$ cat src/rtl/quant_pkg.sv
// Shared constants and types for the quantization divider and its reconstructor.
package quant_pkg;

    localparam int DEF_INDEX_W = 8;
    localparam int DEF_DATA_W  = 32;

    typedef enum logic [1:0] {
        S_IDLE = 2'd0,
        S_RUN  = 2'd1,
        S_DONE = 2'd2
    } state_e;

    // A 1-stage chain still needs a 1-bit counter.
    function automatic int cnt_width(input int n);
        return (n > 1) ? $clog2(n) : 1;
    endfunction

    localparam int DEF_CNT_W = cnt_width(DEF_INDEX_W);

endpackage

$ cat src/rtl/quant_reconstructor_if.sv
// Request/response handshake bundle between quantized storage and the reconstructor.
interface quant_reconstructor_if
    import quant_pkg::*;
#(
    parameter int INDEX_W = DEF_INDEX_W,
    parameter int DATA_W  = DEF_DATA_W
);
    logic               i_valid;
    logic               o_ready;
    logic [INDEX_W-1:0] i_index;
    logic [DATA_W-1:0]  i_unit;
    logic [DATA_W-1:0]  i_left;
    logic               o_valid;
    logic               i_ready;
    logic [DATA_W-1:0]  o_activation;
    logic               o_busy;

    modport master (
        output i_valid, i_index, i_unit, i_left, i_ready,
        input  o_ready, o_valid, o_activation, o_busy
    );

    modport slave (
        input  i_valid, i_index, i_unit, i_left, i_ready,
        output o_ready, o_valid, o_activation, o_busy
    );
endinterface

$ cat src/rtl/quant_reconstructor_dequant_stage.sv
// One reconstruction step: the mirror of a single divider stage.
module dequant_stage #(
    parameter int DATA_W = 32
) (
    input  logic [DATA_W-1:0] acc_in,
    input  logic [DATA_W-1:0] unit_in,
    input  logic              idx_bit,
    output logic [DATA_W-1:0] acc_out,
    output logic [DATA_W-1:0] unit_out
);
    // Wraps modulo 2^DATA_W; the halved unit truncates exactly as the divider did.
    assign acc_out  = idx_bit ? (acc_in + unit_in) : acc_in;
    assign unit_out = {1'b0, unit_in[DATA_W-1:1]};
endmodule

$ cat src/rtl/quant_reconstructor.sv
// Rebuilds an activation from (index, top unit, residual), one divider stage per cycle, MSB first.
module quant_reconstructor
    import quant_pkg::*;
#(
    parameter int INDEX_W = DEF_INDEX_W,
    parameter int DATA_W  = DEF_DATA_W
) (
    input  logic               clk,
    input  logic               reset_n,
    quant_reconstructor_if.slave bus
);
    localparam int CNT_W = cnt_width(INDEX_W);
    localparam logic [CNT_W-1:0] LAST_STEP = CNT_W'(INDEX_W - 1);

    localparam logic [1:0] IDLE = 2'(S_IDLE);
    localparam logic [1:0] RUN  = 2'(S_RUN);
    localparam logic [1:0] DONE = 2'(S_DONE);

    logic [1:0]         state_q, state_d;
    logic [DATA_W-1:0]  acc_q, acc_d;
    logic [DATA_W-1:0]  unit_q, unit_d;
    logic [INDEX_W-1:0] index_q, index_d;
    logic [CNT_W-1:0]   cnt_q, cnt_d;

    logic [DATA_W-1:0]  stage_acc;
    logic [DATA_W-1:0]  stage_unit;

    dequant_stage #(.DATA_W(DATA_W)) u_stage (
        .acc_in   (acc_q),
        .unit_in  (unit_q),
        .idx_bit  (index_q[INDEX_W-1]),
        .acc_out  (stage_acc),
        .unit_out (stage_unit)
    );

    always_comb begin
        state_d = state_q;
        acc_d   = acc_q;
        unit_d  = unit_q;
        index_d = index_q;
        cnt_d   = cnt_q;
        case (state_q)
            IDLE: begin
                if (bus.i_valid) begin
                    index_d = bus.i_index;
                    unit_d  = bus.i_unit;
                    acc_d   = bus.i_left;
                    cnt_d   = '0;
                    state_d = RUN;
                end
            end
            RUN: begin
                acc_d   = stage_acc;
                unit_d  = stage_unit;
                index_d = index_q << 1;
                cnt_d   = cnt_q + CNT_W'(1);
                if (cnt_q == LAST_STEP) begin
                    state_d = DONE;
                end
            end
            DONE: begin
                if (bus.i_ready) begin
                    state_d = IDLE;
                end
            end
            default: state_d = IDLE;
        endcase
    end

    always_ff @(posedge clk or negedge reset_n) begin
        if (!reset_n) begin
            state_q <= IDLE;
            acc_q   <= '0;
            unit_q  <= '0;
            index_q <= '0;
            cnt_q   <= '0;
        end else begin
            state_q <= state_d;
            acc_q   <= acc_d;
            unit_q  <= unit_d;
            index_q <= index_d;
            cnt_q   <= cnt_d;
        end
    end

    // The accumulator only moves in RUN, so it is stable for the whole DONE phase.
    assign bus.o_ready      = (state_q == IDLE);
    assign bus.o_valid      = (state_q == DONE);
    assign bus.o_busy       = (state_q != IDLE);
    assign bus.o_activation = acc_q;

endmodule

$ cat src/flat_wrapper.sv
// flat-port wrapper written by rule: the top's interface ports become plain ports
module quant_reconstructor_flat import quant_pkg::*;
#(
    parameter int INDEX_W = DEF_INDEX_W,
    parameter int DATA_W  = DEF_DATA_W
)
  (clk, reset_n, bus_i_valid, bus_i_index, bus_i_unit, bus_i_left, bus_i_ready, bus_o_ready, bus_o_valid, bus_o_activation, bus_o_busy);
  quant_reconstructor_if #(.INDEX_W(INDEX_W), .DATA_W(DATA_W)) bus_i ();
  input  logic clk;
  input  logic reset_n;
  input wire logic [$bits(bus_i.i_valid)-1:0] bus_i_valid;
  input wire logic [$bits(bus_i.i_index)-1:0] bus_i_index;
  input wire logic [$bits(bus_i.i_unit)-1:0] bus_i_unit;
  input wire logic [$bits(bus_i.i_left)-1:0] bus_i_left;
  input wire logic [$bits(bus_i.i_ready)-1:0] bus_i_ready;
  output wire logic [$bits(bus_i.o_ready)-1:0] bus_o_ready;
  output wire logic [$bits(bus_i.o_valid)-1:0] bus_o_valid;
  output wire logic [$bits(bus_i.o_activation)-1:0] bus_o_activation;
  output wire logic [$bits(bus_i.o_busy)-1:0] bus_o_busy;
  assign bus_i.i_valid = bus_i_valid;
  assign bus_i.i_index = bus_i_index;
  assign bus_i.i_unit = bus_i_unit;
  assign bus_i.i_left = bus_i_left;
  assign bus_i.i_ready = bus_i_ready;
  assign bus_o_ready = bus_i.o_ready;
  assign bus_o_valid = bus_i.o_valid;
  assign bus_o_activation = bus_i.o_activation;
  assign bus_o_busy = bus_i.o_busy;
  quant_reconstructor #(.INDEX_W(INDEX_W), .DATA_W(DATA_W)) u_core (.clk(clk), .reset_n(reset_n), .bus(bus_i));
endmodule
$ cat config.mk
export PLATFORM = sky130hd
export DESIGN_NAME = quant_reconstructor_flat
export DESIGN_NICKNAME = d
export VERILOG_FILES = /design/src/rtl/quant_pkg.sv /design/src/rtl/quant_reconstructor_if.sv /design/src/rtl/quant_reconstructor_dequant_stage.sv /design/src/rtl/quant_reconstructor.sv /design/src/flat_wrapper.sv
export SDC_FILE = /design/constraint.sdc
export NUM_CORES = 1
export LEC_CHECK = 0
export CELL_PAD_IN_SITES_DETAIL_PLACEMENT = 2
export CELL_PAD_IN_SITES_GLOBAL_PLACEMENT = 2
export CORE_MARGIN = 1
export CORE_UTILIZATION = 32
export DETAILED_ROUTE_END_ITERATION = 16
export GPL_TIMING_DRIVEN = 0
export HOLD_SLACK_MARGIN = 0.1
export PLACE_DENSITY = 0.95
export SKIP_LAST_GASP = 1
export SYNTH_ARGS = -nofsm -noshare
export SYNTH_HDL_FRONTEND = slang
export SYNTH_SLANG_ARGS = --single-unit
export TNS_END_PERCENT = 1
$ cat constraint.sdc
create_clock -name clk -period 9 [get_ports clk]
set_clock_uncertainty 0.2 [all_clocks]
set_input_delay 1.35 -clock clk [delete_from_list [all_inputs] [get_ports clk]]
set_output_delay 1.35 -clock clk [all_outputs]
set_load 0.01 [all_outputs]
==> results of run 1 <==
## cell families (layout without fill, tap and decap cells)
kind of cell / after synthesis / in the layout / synth area share (%)
compound gates: 187 / 187 / 23.1
xor+xnor: 22 / 22 / 3.71
fa+ha+maj: 34 / 34 / 8.34
buf+inv: 50 / 177 / 3.98
flops: 77 / 77 / 37.1
mux: 6 / 6 / 1.18
simple gates: 274 / 274 / 22.5
## worst max path at each step
| stage | start | end | slack (ns) | cells past startpoint |
|---|---|---|---|---|
| floorplan | u_core.bus.o_activation[0]$_DFFE_PN0P_ | u_core.bus.o_activation[18]$_DFFE_PN0P_ | 6.08 | 10 |
| global placement | reset_n | u_core.unit_q[26]$_DFFE_PN0P_ | 3.60 | 1 |
| detailed placement | bus_i_valid | u_core.unit_q[11]$_DFFE_PN0P_ | 5.21 | 6 |
| CTS | bus_i_valid | u_core.unit_q[11]$_DFFE_PN0P_ | 5.54 | 6 |
| global route | bus_i_valid | u_core.index_q[7]$_DFFE_PN0P_ | 5.45 | 6 |
| finish | bus_i_valid | u_core.unit_q[11]$_DFFE_PN0P_ | 5.54 | 6 |
## routing by layer
| metal | vias up | track usage, % | wire [um] |
|---|---|---|---|
| met3 | 46 | 5.12 | 909 |
| met5 | - | 0 | 0 |
| li1 | 2539 | - | - |
| met2 | 159 | 51.6 | 11800 |
| met1 | 2871 | 33.2 | 9520 |
| met4 | 0 | 13.9 | 759 |
## per-stage QoR
| step | hold WS (ns) | area (um2) |
|---|---|---|
| after floorplan | 0.267 | 5190 |
| after detailed placement | 0.316 | 6580 |
| after global routing | 0.346 | 6890 |
| after global placement | 0.285 | 6560 |
| after CTS | 0.332 | 6890 |
| final | 0.330 | 6890 |
## critical path, stage by stage
cell	delay [ns]
clkdlybuf4s50_1	0.51
and2_1	0.17
clkbuf_1	0.57
clkbuf_1	0.52
nand2_1	0.18
a31oi_1	0.22
## state kept, by name, indices dropped and copies added (netlist names)
name	flops
u_core.state_q	2
u_core.index_q	8
u_core.bus.o_activation	32
u_core.unit_q	32
u_core.cnt_q	3
## layout make-up
class / instances / area share (%)
multi-input combinational: 523 / 44.3
sequential: 77 / 28.0
timing repair buffer: 111 / 16.2
clock buffer: 13 / 3.92
tap: 216 / 3.92
buffer: 40 / 2.45
clock inverter: 3 / 0.617
inverter: 10 / 0.545
## cell usage after synthesis (2+ instances only)
| library cell | count | area, um2 |
|---|---|---|
| a211o_2 | 2 | 20.0 |
| a211oi_1 | 2 | 15.0 |
| a21o_1 | 12 | 90.1 |
| a21oi_1 | 57 | 285 |
| a31oi_1 | 47 | 294 |
| and2_1 | 2 | 12.5 |
| and3_1 | 7 | 43.8 |
| and4_1 | 2 | 17.5 |
| buf_2 | 6 | 30.0 |
| buf_4 | 3 | 22.5 |
| clkbuf_1 | 30 | 113 |
| dfrtp_1 | 77 | 1930 |
| ha_1 | 33 | 413 |
| inv_1 | 10 | 37.5 |
| mux2i_1 | 5 | 50.1 |
| nand2_1 | 137 | 514 |
| nand3_1 | 16 | 80.1 |
| nand4_1 | 8 | 50.1 |
| nor2_1 | 79 | 297 |
| nor2b_1 | 9 | 56.3 |
| nor3_1 | 6 | 30.0 |
| nor3b_1 | 2 | 15.0 |
| o211ai_1 | 2 | 15.0 |
| o21a_1 | 8 | 60.1 |
| o21ai_0 | 26 | 130 |
| o21ai_1 | 3 | 15.0 |
| o21bai_1 | 4 | 30.0 |
| o22ai_1 | 5 | 31.3 |
| o311ai_0 | 2 | 17.5 |
| xnor2_1 | 16 | 140 |
| xor2_1 | 6 | 52.6 |
==> flow_summary.yaml, run 1 <==
clock_network:
  hold_buffers: 0
  cts_buffers: 9
  clockBufferDepth: 2
  cts_tree: "built"
  root_buffer: "clkbuf_16"
  clock_latency_ns: 0.36
  clock_sinks: 77
  post_cts_buffers: 0
  clk_pin_slew_worst_paths_ns: 0.07
  post_cts_resized: 0
  h-tree-depth: 3
placed_design:
  gp_congestion: 0.934
  dp.cells: 977
  hpwlAfterDp_mm: 16.7
  io_buffers: 110
  place_ws_ns: 5.21
detailed_routing:
  viasPerCell: 5.65
  drt_wl_total_mm: 23.0
  drt_iter0_drc: 298
  drt-wirelength-per-cell_um: 23.2
  vias: 5615
  drtPass1Iterations: 10
  ant_nets: 0
  route.detailed.drc: 1
sta:
  hold_viol_final: 0
  min_period_over_period_pct: 38.4
  drv_slew: 0
  grt_setup_unrepaired: "false"
  tightestPinTransition_ns: 0.833
  setup_violations: 0
  min_period_ns: 3.46
  timing.fmax_mhz: 289
  tns_ns: 0
  relSlewSlack_pct: 44.5
  setup_slack_ns: 5.54
outcome:
  violations: "DRC"
  outcome: "finished with violations"
logic_synthesis:
  ys_types: 57
  synth_ff_type: "dfrtp_1"
  avgSynthCellArea_um2: 7.98
  synth-edff-count: 0
  synthArstFlopShare_pct: 100
  ys_seq_elements: 77
  netlist_instances: 650
  synth_fp_nets: 760
  ys_warn_count: 0
  mappedNetlistArea_um2: 5190
  ys_seq_area_share_pct: 37.1
setup_path:
  rr_startpoint: "u_core.bus.o_activation[0]$_DFFE_PN0P_"
  cp.required_ns: 9.07
  crit_path_end_kind: "flop"
  rr_endpoint: "u_core.bus.o_activation[30]$_DFFE_PN0P_"
  cp-start-kind: "input port"
  reg2reg_depth: 10
  critPathMaxFanout: 10
  cp.arrival_ns: 3.53
  crit_type: "input port to flop"
  r2r_slack_ns: 5.66
cells_and_area:
  drive_gt1_share_pct: 5.02
  seqCellArea_um2: 1930
  final_common_cell: "nand2_1"
  multi_input_area_um2: 3060
  diodes: 0
  nets: 882
  fin_cells: 993
  fill_cells: 1755
  areaGrowthSynthToFinish_pct: 32.8
  layout_common_cells: "nand2_1, clkdlybuf4s50_1, nor2_1"
  final_core_util_pct: 43.5
global_routing:
  antenna_found_initial: 0
  grt_max_degree: 42
  grt_pass1_vias: 6388
  grt.total_usage_pct: 28.8
  grt-ovfl-total: 0
  grt_pass1_wl_mm: 35.8
run:
  cap_violations: 0
floorplanning:
  fp.dieArea_um2: 16700
  die_y_um: 129
  die_w_um: 129
  core_um2: 15800
  fp-row-count: 46
  io_pins: 111
  initial_core_util_pct: 32.8
hold_path:
  whs_path_depth: 2
  hold_path.startpoint: "u_core.index_q[0]$_DFFE_PN0P_"
  hp-class: "flop to flop"
  hold_path_end: "u_core.index_q[0]$_DFFE_PN0P_"
Power of run 1 is not shown: default switching activity piles up to over one toggle a cycle in this logic, so the estimate is an artifact.
==> inputs of run 2 (changes only) <==
--- a/config.mk
+++ b/config.mk
@@ -8,11 +8,11 @@
 export CELL_PAD_IN_SITES_DETAIL_PLACEMENT = 2
 export CELL_PAD_IN_SITES_GLOBAL_PLACEMENT = 2
 export CORE_MARGIN = 1
-export CORE_UTILIZATION = 32
+export CORE_UTILIZATION = 27
 export DETAILED_ROUTE_END_ITERATION = 16
 export GPL_TIMING_DRIVEN = 0
 export HOLD_SLACK_MARGIN = 0.1
-export PLACE_DENSITY = 0.95
+export PLACE_DENSITY = 0.88
 export SKIP_LAST_GASP = 1
 export SYNTH_ARGS = -nofsm -noshare
 export SYNTH_HDL_FRONTEND = slang
==> constraint.sdc (replaced) <==
create_clock -name clk -period 2.8 [get_ports clk]
set_clock_uncertainty 0.2 [all_clocks]
set_input_delay 0.42 -clock clk [delete_from_list [all_inputs] [get_ports clk]]
set_output_delay 0.42 -clock clk [all_outputs]
set_load 0.01 [all_outputs]
==> flow_summary.yaml, run 2 (synthesis gave the netlist of run 1 again) <==
setup_path:
  cp.required_ns: 2.84
  crit_buf_inv: 0
  cp_slowest_cell: "dfrtp_1"
  crit_type: "flop to flop"
  cp.arrival_ns: 3.01
  critPathMaxFanout: 4
  cp_common_cell: "a21o_1"
  critPathMaxStageDelay_ns: 0.39
  cp-start-kind: "flop"
  critical_path.cell_chain: "ha_2, fa_2, a21o_1, a221oi_4, o31ai_4, a211o_2, a21o_1, a21oi_2, mux2i_1, nand3_1"
  critPathTopFamily: "compound AO/OA/AOI/OAI gates"
  crit_path_end_kind: "flop"
detailed_routing:
  drt_wl_total_mm: 21.3
  vias: 5466
  drt-wirelength-per-cell_um: 20.9
  ant_nets: 0
  drt_iter0_drc: 256
  route.detailed.drc: 0
  drtPass1Iterations: 4
  viasPerCell: 5.37
placed_design:
  place_ws_ns: -0.319
  io_buffers: 110
  gp_congestion: 0.836
  hpwlAfterDp_mm: 15.6
global_routing:
  grt_pass1_vias: 6060
  grt-ovfl-total: 0
  grt_pass1_wl_mm: 33.7
  grt_max_degree: 51
  antenna_found_initial: 0
  grt.total_usage_pct: 22.2
floorplanning:
  die_y_um: 141
  die_w_um: 141
  core_um2: 18800
  initial_core_util_pct: 27.6
  io_pins: 111
  fp.dieArea_um2: 19800
  fp-row-count: 50
outcome:
  outcome: "finished with violations"
  violations: "setup timing"
clock_network:
  clk_pin_slew_worst_paths_ns: 0.07
  clock_sinks: 77
  cts_tree: "built"
  clock_latency_ns: 0.36
  h-tree-depth: 3
  cts_buffers: 9
  root_buffer: "clkbuf_16"
  clockBufferDepth: 2
sta:
  relSlewSlack_pct: 39.7
  drv_slew: 0
  tightestPinTransition_ns: 0.904
  timing.fmax_mhz: 336
  min_period_ns: 2.98
  hold_viol_final: 0
  grt_setup_unrepaired: "true"
  tns_ns: -1.26
  setup_slack_ns: -0.177
  setup_violations: 14
  min_period_over_period_pct: 106
cells_and_area:
  final_common_cell: "nand2_1"
  areaGrowthSynthToFinish_pct: 35.9
  nets: 889
  diodes: 0
  layout_common_cells: "nand2_1, clkdlybuf4s50_1, nor2_1"
  final_core_util_pct: 37.6
  drive_gt1_share_pct: 7.78
hold_path:
  hp-class: "flop to flop"
run:
  cap_violations: 0
-- run 2: cell count changes in the layout (fill, tap and decap cells not counted), moves of 3 or more --
cell,before,now
clkbuf_8,3,0
a21oi_1,57,53
clkbuf_1,31,28
o21ai_2,0,3
a21oi_2,1,5
buf_4,4,12
-- run 2: final timing paths --
| check | startpoint | endpoint | slack (ns) | cells after the start |
|---|---|---|---|---|
| setup / recovery | u_core.unit_q[0]$_DFFE_PN0P_ | u_core.bus.o_activation[18]$_DFFE_PN0P_ | -0.18 | 10 |
| max in group asynchronous | reset_n | u_core.bus.o_activation[28]$_DFFE_PN0P_ | 1.43 | 3 |
| hold / removal | u_core.index_q[0]$_DFFE_PN0P_ | u_core.index_q[0]$_DFFE_PN0P_ | 0.31 | 2 |
| setup reg to reg | u_core.unit_q[0]$_DFFE_PN0P_ | u_core.bus.o_activation[18]$_DFFE_PN0P_ | -0.18 | 10 |
| min in group asynchronous | reset_n | u_core.unit_q[7]$_DFFE_PN0P_ | 0.35 | 2 |
| hold reg to reg | u_core.index_q[0]$_DFFE_PN0P_ | u_core.index_q[0]$_DFFE_PN0P_ | 0.31 | 2 |
-- run 2: worst reg2reg max path: stages, from the launching register on --
cell	delay (ns)
dfrtp_1	0.39
ha_2	0.22
fa_2	0.38
a21o_1	0.21
a221oi_4	0.32
o31ai_4	0.11
a211o_2	0.36
a21o_1	0.18
a21oi_2	0.18
mux2i_1	0.22
nand3_1	0.08
-- run 2: final cells by class --
type / instances / area (um2)
Clock buffer: 9 / 225
Inverter: 10 / 37.5
Clock inverter: 7 / 98.8
Multi-Input combinational cell: 523 / 3110
Sequential cell: 77 / 1930
Buffer: 38 / 161
Fill cell: 2193 / 11700
Timing Repair Buffer: 120 / 1200
Tap cell: 234 / 293
-- run 2: layer usage --
| metal | vias to the layer above | wire [um] | track usage (%) |
|---|---|---|---|
| met5 | - | 0 | 0 |
| met4 | 0 | 396 | 7.09 |
| met3 | 25 | 731 | 4.14 |
| met2 | 121 | 10600 | 38.4 |
| met1 | 2773 | 9600 | 28.0 |
| li1 | 2547 | - | - |
-- run 2: per-stage QoR --
| step | hold WS (ns) | instance area (um2) | std cells |
|---|---|---|---|
| 2_1_floorplan | -0.0756 | 5190 | 650 |
| 3_3_place_gp | 0.287 | 6590 | 994 |
| 3_5_place_dp | 0.184 | 6610 | 995 |
| 4_1_cts | 0.316 | 7010 | 1017 |
| 5_1_grt | 0.345 | 7050 | 1018 |
| 6_report | 0.310 | 7050 | 1018 |
-- run 2: timing repair --
action | 4_1_cts | 5_1_grt
pin swaps | 6 | 3
endpoints found under the setup margin | 15 | 18
cloned | 0 | 0
setup buffers | 5 | 3
endpoints found under the hold margin | 27 | 0
hold buffers | 1 | 0
resized for setup | 8 | 5
Power of run 2 is left out for the same reason.
==> inputs of run 3 (changes only) <==
--- a/config.mk
+++ b/config.mk
@@ -9,8 +9,9 @@
 export CELL_PAD_IN_SITES_GLOBAL_PLACEMENT = 2
 export CORE_MARGIN = 1
 export CORE_UTILIZATION = 27
+export CTS_BUF_LIST = sky130_fd_sc_hd__clkbuf_4 sky130_fd_sc_hd__clkbuf_8 sky130_fd_sc_hd__clkbuf_16
+export CTS_CLUSTER_DIAMETER = 150
 export DETAILED_ROUTE_END_ITERATION = 16
-export GPL_TIMING_DRIVEN = 0
 export HOLD_SLACK_MARGIN = 0.1
 export PLACE_DENSITY = 0.88
 export SKIP_LAST_GASP = 1
==> flow_summary.yaml, run 3 (synthesis gave the netlist of run 1 again) <==
outcome:
  outcome: "finished with violations"
  violations: "setup timing"
cells_and_area:
  diodes: 0
  multi_input_area_um2: 3130
  final_core_util_pct: 38.2
  seqCellArea_um2: 1930
  layout_common_cells: "nand2_1, clkdlybuf4s50_1, nor2_1"
  final_common_cell: "nand2_1"
  fill_cells: 2128
  drive_gt1_share_pct: 11.4
  nets: 888
  fin_cells: 1017
  areaGrowthSynthToFinish_pct: 38.3
setup_path:
  cp_slowest_cell: "dfrtp_1"
  cp.required_ns: 2.83
  r2r_slack_ns: -0.12
  rr_startpoint: "u_core.unit_q[0]$_DFFE_PN0P_"
  crit_type: "flop to flop"
  critPathTopFamily: "compound AO/OA/AOI/OAI gates"
  cp_common_cell: "a21o_1"
  critPathMaxStageDelay_ns: 0.39
  reg2reg_depth: 10
  crit_buf_inv: 0
  rr_endpoint: "u_core.bus.o_activation[18]$_DFFE_PN0P_"
  cp-start-kind: "flop"
  critical_path.cell_chain: "ha_2, fa_2, a21o_1, a221oi_4, o31ai_4, a211o_4, a21o_1, a21oi_2, mux2i_1, nand3_1"
  crit_path_end_kind: "flop"
  cp.arrival_ns: 2.95
  critPathMaxFanout: 4
  cp.depth: 10
global_routing:
  grt_max_degree: 55
  grt-ovfl-total: 0
  grt_pass1_wl_mm: 31.4
  antenna_found_initial: 0
  grt.total_usage_pct: 20.3
  grt_pass1_vias: 5906
clock_network:
  clock_latency_ns: 0.36
  cts_buffers: 9
  h-tree-depth: 3
  cts_tree: "built"
  clockBufferDepth: 2
  clock_sinks: 77
  root_buffer: "clkbuf_16"
  clk_pin_slew_worst_paths_ns: 0.07
placed_design:
  place_ws_ns: -0.234
  gp_congestion: 0.804
  hpwlAfterDp_mm: 14.6
  dp.cells: 998
  io_buffers: 110
floorplanning:
  fp-row-count: 50
  io_pins: 111
  fp.dieArea_um2: 19800
  die_w_um: 141
  die_y_um: 141
  core_um2: 18800
  initial_core_util_pct: 27.6
sta:
  min_period_ns: 2.92
  tns_ns: -0.614
  setup_slack_ns: -0.124
  drv_slew: 0
  min_period_over_period_pct: 104
  setup_violations: 8
  tightestPinTransition_ns: 0.583
  relSlewSlack_pct: 61.1
  grt_setup_unrepaired: "true"
  hold_viol_final: 0
  timing.fmax_mhz: 342
detailed_routing:
  drtPass1Iterations: 4
  route.detailed.drc: 0
  drt-wirelength-per-cell_um: 18.9
  viasPerCell: 5.26
  ant_nets: 0
  drt_wl_total_mm: 19.3
  vias: 5346
  drt_iter0_drc: 204
hold_path:
  hold_path.startpoint: "u_core.index_q[0]$_DFFE_PN0P_"
  whs_path_depth: 2
  hold_path_end: "u_core.index_q[0]$_DFFE_PN0P_"
  hp-class: "flop to flop"
power:
  power.leakage_uw: 0.00308
  power-per-cell-area_nw_per_um2: 1670
  ir_worst_vdd_uv: 468
run:
  cap_violations: 0
## run 3: cell count changes in the layout (fill, tap and decap cells not counted), moves of 2 or more
cell / before / now
a21oi_4: 0 / 2
a21oi_2: 5 / 3
buf_4: 12 / 45
buf_2: 6 / 0
clkbuf_1: 28 / 0
buf_12: 0 / 2
## run 3: per-layer routing
metal,part of all wire [%],vias up,wire (um),track usage [%]
met5,0,-,0,0
met4,1.2,0,235,4.41
met3,3.4,19,661,4.04
met2,50,92,9640,36.2
met1,45,2693,8730,25.2
li1,-,2542,-,-
## run 3: through the flow
stage / total power [uW] / hold WS (ns) / cell area, um2
finish: 12000 / 0.309 / 7180
global route: 13000 / 0.330 / 7180
CTS: 11900 / 0.309 / 7130
detailed placement: 10500 / 0.212 / 6790
global placement: 10000 / 0.209 / 6790
floorplan: 7460 / -0.0756 / 5190
## run 3: worst max-delay path by stage
stage                                      startpoint                                      end  slack (ns)
2_1_floorplan  u_core.bus.o_activation[0]$_DFFE_PN0P_  u_core.bus.o_activation[18]$_DFFE_PN0P_       -0.02
3_3_place_gp             u_core.unit_q[0]$_DFFE_PN0P_  u_core.bus.o_activation[28]$_DFFE_PN0P_       -0.09
3_5_place_dp             u_core.unit_q[0]$_DFFE_PN0P_  u_core.bus.o_activation[24]$_DFFE_PN0P_       -0.23
4_1_cts                  u_core.unit_q[0]$_DFFE_PN0P_  u_core.bus.o_activation[24]$_DFFE_PN0P_       -0.12
5_1_grt                  u_core.unit_q[0]$_DFFE_PN0P_  u_core.bus.o_activation[18]$_DFFE_PN0P_       -0.24
6_report                 u_core.unit_q[0]$_DFFE_PN0P_  u_core.bus.o_activation[18]$_DFFE_PN0P_       -0.12
## run 3: where the power goes
group	internal, uW	switching (uW)	leakage [uW]
clock network	705	542	0.000148
logic	3720	4820	0.00205
registers	1700	503	0.000878
## run 3: area by class of cell
class                           instances  share of cell area (%)
Clock buffer                            9                    3.14
Clock inverter                          7                    1.17
Inverter                               10                   0.523
Multi-Input combinational cell        523                    43.6
Sequential cell                        77                    26.8
Tap cell                              234                    4.08
Timing Repair Buffer                  157                    20.6
## run 3: what timing repair did
action                                 CTS  global route
hold buffers                             1             0
endpoints found under the hold margin   33             0
setup buffers                            1             1
setup endpoints to repair               10            14
pin swaps                                3             3
resized for setup                        5             7
## run 3: worst min-delay path, stage by stage, from the launching register on
cell and delay (ns):
dfrtp_1 0.34, nand3_1 0.07, nand2_1 0.06
Power figures use the tool's default switching activity.
